File: config.mk
export PLATFORM = sky130hd
export DESIGN_NAME = sign_narrow
export DESIGN_NICKNAME = d
export VERILOG_FILES = /design/src/rtl/pw_imm_pkg.sv /design/src/rtl/narrow_core.sv /design/src/rtl/sign_narrow.sv
export SDC_FILE = /design/constraint.sdc
export NUM_CORES = 1
export LEC_CHECK = 0
export BUFFER_PORTS_ARGS = -buffer_cell sky130_fd_sc_hd__buf_2
export CAP_MARGIN = 5
export CORE_MARGIN = 1
export CORE_UTILIZATION = 40
export DETAILED_ROUTE_END_ITERATION = 10
export PLACE_DENSITY_LB_ADDON = 0.25
export SYNTH_ARGS = -nofsm -noshare
export SYNTH_HDL_FRONTEND = slang
export SYNTH_SLANG_ARGS = --single-unit
File: constraint.sdc
create_clock -name clk -period 4.1 [get_ports clk]
set_input_delay 0.41 -clock clk [delete_from_list [all_inputs] [get_ports clk]]
set_output_delay 0.41 -clock clk [all_outputs]
set_load 0.02 [all_outputs]
File: src/rtl/pw_imm_pkg.sv
// Shared immediate-path definitions: field widths, signed range limits,
// skid-buffer state encoding and the buffered entry layout.
package pw_imm_pkg;

  localparam int unsigned IMM_IN_W  = 8;
  localparam int unsigned IMM_OUT_W = 6;
  localparam int          IMM_MIN   = -32;
  localparam int          IMM_MAX   = 31;

  // Saturation endpoints of the narrow field (6'b100000 / 6'b011111)
  localparam logic [IMM_OUT_W-1:0] IMM_SAT_LO = IMM_OUT_W'(IMM_MIN);
  localparam logic [IMM_OUT_W-1:0] IMM_SAT_HI = IMM_OUT_W'(IMM_MAX);

  typedef enum logic [1:0] {
    EMPTY = 2'd0,
    ONE   = 2'd1,
    TWO   = 2'd2
  } buf_state_e;

  typedef struct packed {
    logic                 ovf;
    logic [IMM_OUT_W-1:0] data;
  } imm_entry_t;

  // A value fits when every bit from the narrow sign bit upward agrees.
  function automatic logic imm_fits(input logic [IMM_IN_W-1:0] v);
    logic [IMM_IN_W-IMM_OUT_W:0] top;
    top = v[IMM_IN_W-1:IMM_OUT_W-1];
    return (&top) | ~(|top);
  endfunction

endpackage

File: src/rtl/narrow_core.sv
// Combinational 8->6 bit signed narrowing with overflow detection.
// Define SIGN_NARROW_SAT_EN to clamp overflowing values instead of truncating.
module narrow_core
  import pw_imm_pkg::*;
(
  input  logic [IMM_IN_W-1:0] value,
  output imm_entry_t          entry_c
);

  logic fit_c;

  assign fit_c = imm_fits(value);

  always_comb begin
    entry_c.ovf  = ~fit_c;
    entry_c.data = value[IMM_OUT_W-1:0];
`ifdef SIGN_NARROW_SAT_EN
    // Clamp toward the sign of the wide value
    if (!fit_c) begin
      entry_c.data = value[IMM_IN_W-1] ? IMM_SAT_LO : IMM_SAT_HI;
    end
`endif
  end

endmodule

File: src/rtl/sign_narrow.sv
// Narrows signed 8-bit values to 6-bit immediates behind a 2-entry skid buffer,
// with sticky overflow flag and saturating overflow counter. Optional macro: SIGN_NARROW_SAT_EN.
module sign_narrow
  import pw_imm_pkg::*;
#(
  parameter int unsigned CNT_W = 8
) (
  input  logic                 clk,
  input  logic                 reset,
  input  logic                 in_valid,
  output logic                 in_ready,
  input  logic [IMM_IN_W-1:0]  in_data,
  output logic                 out_valid,
  input  logic                 out_ready,
  output logic [IMM_OUT_W-1:0] out_data,
  output logic                 out_ovf,
  output logic                 ovf_flag,
  output logic [CNT_W-1:0]     ovf_count,
  input  logic                 clr
);

  localparam logic [CNT_W-1:0] CNT_MAX = {CNT_W{1'b1}};

  buf_state_e state;
  imm_entry_t new_c;
  imm_entry_t head;
  imm_entry_t tail;
  logic       accept_c;
  logic       pop_c;

  assign accept_c = in_valid & in_ready;
  assign pop_c    = out_valid & out_ready;

  narrow_core u_core (
    .value   (in_data),
    .entry_c (new_c)
  );

  // Skid buffer: head drives the outputs, tail holds the second entry
  always_ff @(posedge clk) begin
    if (reset) begin
      state     <= EMPTY;
      head      <= '0;
      tail      <= '0;
      in_ready  <= 1'b1;
      out_valid <= 1'b0;
    end else begin
      case (state)
        EMPTY: begin
          if (accept_c) begin
            head      <= new_c;
            state     <= ONE;
            out_valid <= 1'b1;
          end
        end
        ONE: begin
          if (accept_c && !pop_c) begin
            tail     <= new_c;
            state    <= TWO;
            in_ready <= 1'b0;
          end else if (accept_c && pop_c) begin
            head <= new_c;
          end else if (pop_c) begin
            state     <= EMPTY;
            out_valid <= 1'b0;
          end
        end
        TWO: begin
          if (pop_c) begin
            head     <= tail;
            state    <= ONE;
            in_ready <= 1'b1;
          end
        end
        default: begin
          state     <= EMPTY;
          in_ready  <= 1'b1;
          out_valid <= 1'b0;
        end
      endcase
    end
  end

  assign out_data = head.data;
  assign out_ovf  = head.ovf;

  // Overflow statistics; clr takes priority over a same-cycle overflow
  always_ff @(posedge clk) begin
    if (reset || clr) begin
      ovf_flag  <= 1'b0;
      ovf_count <= '0;
    end else if (accept_c && new_c.ovf) begin
      ovf_flag <= 1'b1;
      if (ovf_count != CNT_MAX) begin
        ovf_count <= ovf_count + CNT_W'(1);
      end
    end
  end

endmodule
==> results of run 1 <==
## routing by layer
metal / track usage [%] / vias to the layer above / part of all wire (%)
met2: 30.2 / 21 / 50
met4: 6.80 / 0 / 0.65
met3: 2.23 / 2 / 2.9
met1: 20.1 / 531 / 46
met5: 0 / - / 0
li1: - / 566 / -
## state kept, by name (all words and copies together) (netlist names)
signal / count
state: 2
out_valid: 1
out_ovf: 1
ovf_flag: 1
in_ready: 1
out_data: 6
ovf_count: 8
tail: 7
## final cells by class
class / count / area, um^2 / share of cell area [%]
clock inverter: 1 / 5.00 / 0.349
tap: 31 / 38.8 / 2.71
clock buffer: 3 / 22.5 / 1.57
multi-input combinational: 102 / 668 / 46.6
inverter: 2 / 7.51 / 0.524
sequential: 27 / 541 / 37.7
timing repair buffer: 30 / 150 / 10.5
## tightest hold or removal path, stage by stage
cell	delay (ns)
buf_2	0.09
mux2i_1	0.06
nor2_1	0.07
## power breakdown
part / leakage [nW] / internal [mW] / switching, mW / total, mW
logic: 0.426 / 0.0593 / 0.0891 / 0.148
clock network: 0.0177 / 0.0365 / 0.0760 / 0.113
registers: 0.221 / 0.289 / 0.0217 / 0.310
## layout by cell type, fill, tap and decap left out, types with 2 or more instances in the layout
cell type	netlist	routed
clkbuf_4	0	3
a21oi_1	8	8
nor2_1	20	20
buf_2	1	30
mux2i_1	15	15
inv_1	2	2
a211oi_1	8	8
nand3_1	9	9
nor3_1	3	3
o21bai_1	2	2
and3_1	2	2
dfxtp_1	27	27
or2_2	2	2
o31ai_1	2	2
nand2_1	5	5
o21ai_0	3	3
or4_1	3	3
o41ai_1	2	2
## per-stage QoR
| step | instances | instance area [um^2] |
|---|---|---|
| final | 196 | 1430 |
| after global routing | 196 | 1430 |
| after CTS | 196 | 1430 |
| after detailed placement | 192 | 1410 |
| after global placement | 192 | 1410 |
| after floorplan | 138 | 1250 |
## cell families (layout without fill, tap and decap cells)
family	after synthesis	after routing	synth area share (%)
simple gates	58	58	25.3
buf+inv	9	36	3.69
compound gates	28	28	15.0
mux	15	15	12.0
fa+ha+maj	1	1	0.997
flops	27	27	43.1
## worst paths after layout
path	slack, ns	cells past startpoint	endpoint
worst max register to register	2.31	4	ovf_count[4]
worst max-delay path	2.31	4	ovf_count[4]
worst min register to register	0.51	2	out_data[3]
worst min-delay path	0.33	3	tail[2]
==> results by group, run 1 <==
Clocking
  – Post-CTS Resized: 0
  – CTS H-Tree Depth: 1
  – Hold buffer count at CTS: 0
  – Clock sink count: 27
  – CTS clk-pin slew, worst paths: roughly 0.14 ns
  – CTS tree: built
  – Skew-Pair Late Insertion Delay: approximately 0.32 ns
  – Postcts setup bufs: 0
  – Num CTS Buffers: 3
  – Root buf cell: clkbuf_4
  – Clk buf depth: 2

Finish
  – Layout filler cell count: 281
  – Post-layout util: 50.2%
  – Share of cells above drive strength 1: 25.5%
  – N_diodes: 0
  – Nets: 180
  – Area delta synth->final: 14.2%

Synthesis
  – Synthesized area: 1250 um^2
  – Fraction of registers with async set/reset: 0%
  – Syn_nets: 152
  – Post-synth top area share: a little over two fifths
  – Avg Inst Size Synth: 9.09 um^2
  – Seq/Total Area, Yosys: 43.1%
  – Dominant synthesized flop cell: dfxtp_1
  – Synth area leader: dfxtp_1
  – Post-synth EDFFs: 0
  – Yosys cell types: 39
  – Post-synthesis cell count: 138
  – Top post-synthesis cells by area: dfxtp_1 (43%), mux2i_1 (12%), nor2_1 (6.0%)
  – YS warnings: 0
  – Most common cell in the netlist: dfxtp_1
  – Synthesized flop and latch total: 27
  – Post-synth top cells: dfxtp_1 (27), nor2_1 (20), mux2i_1 (15)

Power and ir drop
  – Design Power: around 0.57 mW
  – Leak: 0.665 nW
  – PD cells: 399 nW/um^2
  – Worst vdd ir: roughly 0.20 mV

GRT
  – Initial antenna violation count: 0
  – Largest net degree at the start of global routing: 22
  – Global route overflow: 0
  – First-pass GRT wire length: 4440 um
  – Global-route total usage across every layer: approximately 17%
  – Vias in the first global route: between 1k and 1.5k

Critical path
  – CP peak stage delay: 0.51 ns
  – WP buf/inv: 0
  – Nature of the critical path endpoint: register
  – Critical path, cell by cell: nand2_2 > or3_4 > or4_1 > a21oi_1
  – Arrival time at the worst endpoint: 2.05 ns
  – CP Launch Type: register
  – Crit Path Max Fanout: 14
  – Setup CP Type: reg2reg
  – Worst setup path startpoint: in_ready
  – CP required: roughly 4.4 ns
  – Top cell family by delay on the critical path: simple AND/OR/NAND/NOR gates
  – Crit path max-delay cell type: or4_1
  – Worst R2R Start: in_ready

Hold path
  – Hold path start: in_data[2]
  – Class of the worst hold path: in2reg

STA
  – Fin Clk Skew: 0.00321 ns
  – RSZ-0062 raised after global routing: false
  – Setup TNS: 0 ns
  – Worst Setup Slack, final: 2.31 ns
  – Hold Vio Cnt, Final: 0
  – Final setup vio count: 0
  – Tmin final: approximately 1.8 ns
  – Slew Limit Fails: 0
  – Slew HR: a little under two thirds
  – Worst hold slack: 0.330 ns
  – FMAX: 559 MHz
  – Final Cycle Share: 43.7%
  – Least-Margin Pin Slew: approximately 0.55 ns

Floorplanning
  – Core area: ~2900 um^2
  – Die width: just under 60 um
  – Starting density of the core: a little over two fifths
  – # rows: 19
  – Die H: 58.0 um
  – Num ports: 31
  – Die footprint: 3370 um^2

Detailed routing
  – Total number of vias: 1,120
  – ANT nets after route: 0
  – Drt wl/cell: 13.4 um
  – WL final: 2620 um
  – Via density: 5.71
  – Pre-antenna DRT Iters: 7
  – 1st-iter DRT viols: 30
  – Remaining DRCs: 2

Placed design
  – Port Buffers: 30
  – Pre-CTS WS: approximately 2.2 ns
  – Gp weighted congestion: 0.802
  – Post-DP HPWL: 1890 um

Run status
  – Failing checks: DRC
  – Status: finished with violations

Run
  – Max-cap violations: 0
Note: power is estimated with default switching activity, not from simulation.
==> run 2: changes to the inputs <==
Clock period 4.1 ns to 1.6 ns, I/O delays scaled along.
==> results by group, run 2 (same netlist as run 1, synthesis figures left out) <==
Run status
  – Status: finished with violations
  – Failing checks: DRC

Placed design
  – Port Buffers: 30 (unchanged)
  – Post-DP HPWL: 1940 um (+3.0%)
  – Gp weighted congestion: 0.779 (-3.0%)
  – Placed insts: 199 (+3.6%)
  – Placed cell area: 1460 um^2 (+4.0%)

Clocking
  – Root buf cell: clkbuf_4
  – Hold buffer count at CTS: 0 (unchanged)
  – CTS clk-pin slew, worst paths: 0.15 ns (about the same)
  – Skew-Pair Late Insertion Delay: 0.32 ns (about the same)
  – Clk buf depth: 2 (unchanged)
  – CTS H-Tree Depth: 1 (unchanged)
  – Clock sink count: 27 (unchanged)
  – CTS tree: built
  – Num CTS Buffers: 3 (unchanged)

STA
  – Slew HR: 72.0% (+8.6 points)
  – FMAX: 645 MHz (+16%)
  – Least-Margin Pin Slew: 0.417 ns (-0.130 ns)
  – Worst hold slack: 0.0794 ns (-0.251 ns)
  – Hold Vio Cnt, Final: 0 (unchanged)
  – Final Cycle Share: 96.8% (+53 points)
  – Final setup vio count: 0 (unchanged)
  – Setup TNS: 0 ns (unchanged)
  – Fin Clk Skew: 0.00526 ns (+0.00204 ns)
  – RSZ-0062 raised after global routing: true
  – Slew Limit Fails: 0 (unchanged)
  – Tmin final: 1.55 ns (-0.241 ns)

Floorplanning
  – # rows: 19 (unchanged)
  – Starting density of the core: 44.0% (unchanged)
  – Core area: 2850 um^2 (unchanged)
  – Die footprint: 3370 um^2 (unchanged)
  – Die width: 58.0 um (unchanged)
  – Die H: 58.0 um (unchanged)
  – Num ports: 31 (unchanged)

Finish
  – Share of cells above drive strength 1: 33.3% (+7.9 points)
  – Nets: 189 (+5.0%)
  – Most frequent cells in the layout: buf_2 (30), dfxtp_1 (24), nor2_1 (19)
  – Register with the most flip-flops: ovf_count
  – Area delta synth->final: 20.9%
  – Post-layout util: 53.2% (+3.0 points)
  – N_diodes: 0 (unchanged)
  – Max reg flops: 8 (unchanged)
  – Final Non-Filler Cells: 205 (+4.6%)
  – Commonest non-fill, non-tap cell in the layout: buf_2
  – Layout filler cell count: 280 (-0.36%)
  – Final Cell Area: 1520 um^2 (+5.9%)

Critical path
  – CP Launch Type: register
  – Nature of the critical path endpoint: register
  – CP required: 1.87 ns (-2.49 ns)
  – Setup CP Type: reg2reg
  – CP peak stage delay: 0.52 ns (about the same)
  – Arrival time at the worst endpoint: 1.82 ns (-0.23 ns)
  – Crit Path Max Fanout: 6 (-8)
  – Crit path max-delay cell type: or4_1
  – Critical path, cell by cell: nand2_2 > or3_4 > or4_1 > a21oi_1

GRT
  – First-pass GRT wire length: 4600 um (+3.4%)
  – Global-route total usage across every layer: 17.3% (+0.56 points)
  – Initial antenna violation count: 0 (unchanged)
  – Largest net degree at the start of global routing: 22 (unchanged)
  – Global route overflow: 0 (unchanged)
  – Vias in the first global route: 1,068 (+2.5%)

Detailed routing
  – Remaining DRCs: 1 (-1)
  – Via density: 5.62 (-1.7%)
  – Drt wl/cell: 13.0 um (-2.6%)
  – ANT nets after route: 0 (unchanged)
  – WL final: 2670 um (+1.9%)
  – Total number of vias: 1,152 (+2.9%)
  – Pre-antenna DRT Iters: 7 (unchanged)
  – 1st-iter DRT viols: 31 (+3.3%)

Power and ir drop
  – Worst vdd ir: 0.511 mV (+150%)
  – PD cells: 988 nW/um^2 (+150%)
  – Leak: 0.706 nW (+6.3%)

Run
  – Max-cap violations: 0 (unchanged)

Hold path
  – Class of the worst hold path: in2reg
-- run 2: report_power, final --
| part | internal, mW | total [mW] | switching (mW) |
|---|---|---|---|
| Clock | 0.0936 | 0.292 | 0.198 |
| Sequential | 0.743 | 0.789 | 0.0462 |
| Combinational | 0.180 | 0.417 | 0.237 |
-- run 2: per-stage QoR --
step / power (mW) / worst slack (ns)
after floorplan: 1.09 / 0.0364
after global placement: 1.20 / 0.00116
after detailed placement: 1.21 / -0.0315
after CTS: 1.51 / 0.00301
after global routing: 1.60 / -0.0100
final: 1.50 / 0.0508
-- run 2: layout make-up --
class / instances / area (um^2) / area share (%)
clock buffer: 3 / 22.5 / 1.48
tap: 31 / 38.8 / 2.56
timing repair buffer: 38 / 210 / 13.8
sequential: 27 / 547 / 36.0
inverter: 2 / 7.51 / 0.495
clock inverter: 1 / 5.00 / 0.330
multi-input combinational: 103 / 687 / 45.3
-- run 2: repair_timing --
item                                   CTS  global route
endpoints found under the hold margin    0             0
setup endpoints to repair                0            14
setup buffers                            0             1
gates resized for setup                  0             6
-- run 2: path summary, 6_finish.rpt --
| path | startpoint | to | slack [ns] | cells past startpoint |
|---|---|---|---|---|
| worst max-delay path | in_ready | ovf_count[7] | 0.05 | 4 |
| worst min-delay path | in_data[4] | tail[4] | 0.08 | 3 |
| worst max register to register | in_ready | ovf_count[7] | 0.05 | 4 |
| worst min register to register | ovf_flag | ovf_flag | 0.48 | 2 |
-- run 2: layer usage --
layer,vias up,routed length (um),track usage (%),share of wire (%)
li1,585,-,-,-
met3,4,131,2.68,4.9
met2,27,1330,29.7,50
met4,0,32,9.52,1.2
met5,-,0,0,0
met1,536,1180,20.8,44
-- run 2: critical path: cells and delay by family (launching register included) --
kind | cells | cell delay, ns
compound gates | 1 | 0.14
simple gates | 3 | 0.98
flops | 1 | 0.37
==> run 3: changes to the inputs <==
Settings changed: PLACE_DENSITY set to 0.66, PLACE_DENSITY_LB_ADDON 0.25 to unset.
==> results by group, run 3 (same netlist as run 1, synthesis figures left out) <==
Run status
  – Status: finished with violations
  – Failing checks: DRC

Detailed routing
  – Via density: 5.67 (+0.87%)
  – Pre-antenna DRT Iters: 7 (unchanged)
  – WL final: 2870 um (+7.6%)
  – Total number of vias: 1,162 (+0.87%)
  – Drt wl/cell: 14.0 um (+7.6%)
  – Remaining DRCs: 4 (+3)
  – ANT nets after route: 0 (unchanged)
  – 1st-iter DRT viols: 52 (+68%)

Power and ir drop
  – Clock share of power: 19.6% (about the same)
  – Part of the power in registers: 52.1% (-0.6 points)
  – PD cells: 984 nW/um^2 (-0.31%)
  – Logic pwr share: 28.4% (+0.5 points)
  – Design Power: 1.52 mW (+1.6%)
  – Leak: 0.709 nW (+0.38%)
  – Worst vdd ir: 0.486 mV (-4.8%)
  – Power Internal: 1.02 mW (+0.49%)
  – Switching part of the total power: 32.9% (+0.73 points)
  – Switching pwr: 0.501 mW (+3.9%)

Critical path
  – Arrival time at the worst endpoint: 1.87 ns (+0.05 ns)
  – WP buf/inv: 0 (unchanged)
  – Critical path, cell by cell: nand2_4 > or3_4 > or4_4 > a21oi_2
  – Setup CP Type: reg2reg
  – CP Launch Type: register
  – Crit path max-delay cell type: or4_4
  – CP required: 1.88 ns (about the same)
  – Nature of the critical path endpoint: register
  – Crit Path Max Fanout: 6 (unchanged)
  – CP peak stage delay: 0.55 ns (+0.03 ns)
  – Top cell family by delay on the critical path: simple AND/OR/NAND/NOR gates

Finish
  – Post-layout util: 54.2% (+1.0 points)
  – N_diodes: 0 (unchanged)
  – Most frequent cells in the layout: buf_2 (30), dfxtp_1 (26), nor2_1 (19)
  – Nets: 189 (unchanged)
  – Final Non-Filler Cells: 205 (unchanged)
  – Commonest non-fill, non-tap cell in the layout: buf_2
  – Max reg flops: 8 (unchanged)
  – Area delta synth->final: 23.2%
  – Register with the most flip-flops: ovf_count
  – Share of cells above drive strength 1: 34.5% (+1.1 points)
  – Final Cell Area: 1550 um^2 (+1.9%)

STA
  – Tmin final: 1.60 ns (+0.0480 ns)
  – FMAX: 626 MHz (-3.0%)
  – Setup TNS: 0 ns (unchanged)
  – Final Cycle Share: 99.8% (+3.0 points)
  – Final setup vio count: 0 (unchanged)
  – Slew HR: 69.9% (-2.1 points)
  – Least-Margin Pin Slew: 0.448 ns (+0.0316 ns)
  – Worst Setup Slack, final: 0.00279 ns (-0.0480 ns)
  – Fin Clk Skew: 0.0152 ns (+0.00989 ns)
  – RSZ-0062 raised after global routing: true
  – Slew Limit Fails: 0 (unchanged)
  – Hold Vio Cnt, Final: 0 (unchanged)
  – Worst hold slack: 0.0650 ns (-0.0144 ns)

Floorplanning
  – Die width: 58.0 um (unchanged)
  – Die H: 58.0 um (unchanged)
  – Num ports: 31 (unchanged)
  – Core area: 2850 um^2 (unchanged)
  – Die footprint: 3370 um^2 (unchanged)
  – Starting density of the core: 44.0% (unchanged)
  – # rows: 19 (unchanged)

Placed design
  – Port Buffers: 30 (unchanged)
  – Gp weighted congestion: 0.848 (+8.9%)
  – Placed insts: 198 (-0.50%)
  – Pre-CTS WS: -0.0581 ns (-0.0265 ns)
  – Post-DP HPWL: 2050 um (+5.7%)
  – Placed cell area: 1450 um^2 (-0.51%)

GRT
  – First-pass GRT wire length: 4790 um (+4.2%)
  – Largest net degree at the start of global routing: 22 (unchanged)
  – Vias in the first global route: 1,112 (+4.1%)
  – Global-route total usage across every layer: 18.1% (+0.80 points)
  – Initial antenna violation count: 0 (unchanged)
  – Global route overflow: 0 (unchanged)

Clocking
  – Clk buf depth: 2 (unchanged)
  – Num CTS Buffers: 3 (unchanged)
  – CTS tree: built
  – Hold buffer count at CTS: 0 (unchanged)
  – CTS clk-pin slew, worst paths: 0.16 ns (about the same)
  – CTS H-Tree Depth: 1 (unchanged)
  – Clock sink count: 27 (unchanged)
  – Skew-Pair Late Insertion Delay: 0.33 ns (about the same)
  – Root buf cell: clkbuf_4

Run
  – Max-cap violations: 0 (unchanged)

Hold path
  – Class of the worst hold path: in2reg
run 3: worst register-to-register path: cells and delay by family (launching register included):
kind               cells  cell delay [ns]
and+or+nand+nor        3             1.02
DFF                    1             0.38
AOI/OAI and AO/OA      1             0.15
run 3: worst paths after layout:
path	from	end	slack (ns)	cells past startpoint
setup / recovery	in_ready	ovf_count[3]	0.003	4
hold / removal	in_data[2]	tail[2]	0.07	3
setup reg to reg	in_ready	ovf_count[3]	0.003	4
hold reg to reg	ovf_flag	ovf_flag	0.50	2
run 3: final cells by class:
cell class / count / area [um^2]
Clock inverter: 1 / 5.00
Clock buffer: 3 / 22.5
Inverter: 2 / 7.51
Multi-Input combinational cell: 103 / 718
Tap cell: 31 / 38.8
Timing Repair Buffer: 38 / 210
Sequential cell: 27 / 544
Fill cell: 280 / 1310
run 3: power by group through the flow:
| stage | logic, mW | registers (mW) | clock network (mW) |
|---|---|---|---|
| 2_1_floorplan | 0.233 | 0.856 | 0 |
| 3_3_place_gp | 0.402 | 0.799 | 0 |
| 3_5_place_dp | 0.413 | 0.804 | 0 |
| 4_1_cts | 0.424 | 0.791 | 0.308 |
| 5_1_grt | 0.477 | 0.801 | 0.334 |
| 6_report | 0.432 | 0.793 | 0.298 |
run 3: what timing repair did:
item	4_1_cts	5_1_grt
gates cloned	0	1
pin swaps	2	4
resized for setup	1	10
endpoints found under the hold margin	0	0
setup endpoints to repair	3	11
buffers inserted	2	0
run 3: layer usage:
layer,up-vias,GRT usage [%],wire length [um]
met5,-,0,0
met4,0,6.80,15
met3,2,3.13,97
met2,21,32.2,1460
met1,558,21.9,1300
li1,581,-,-
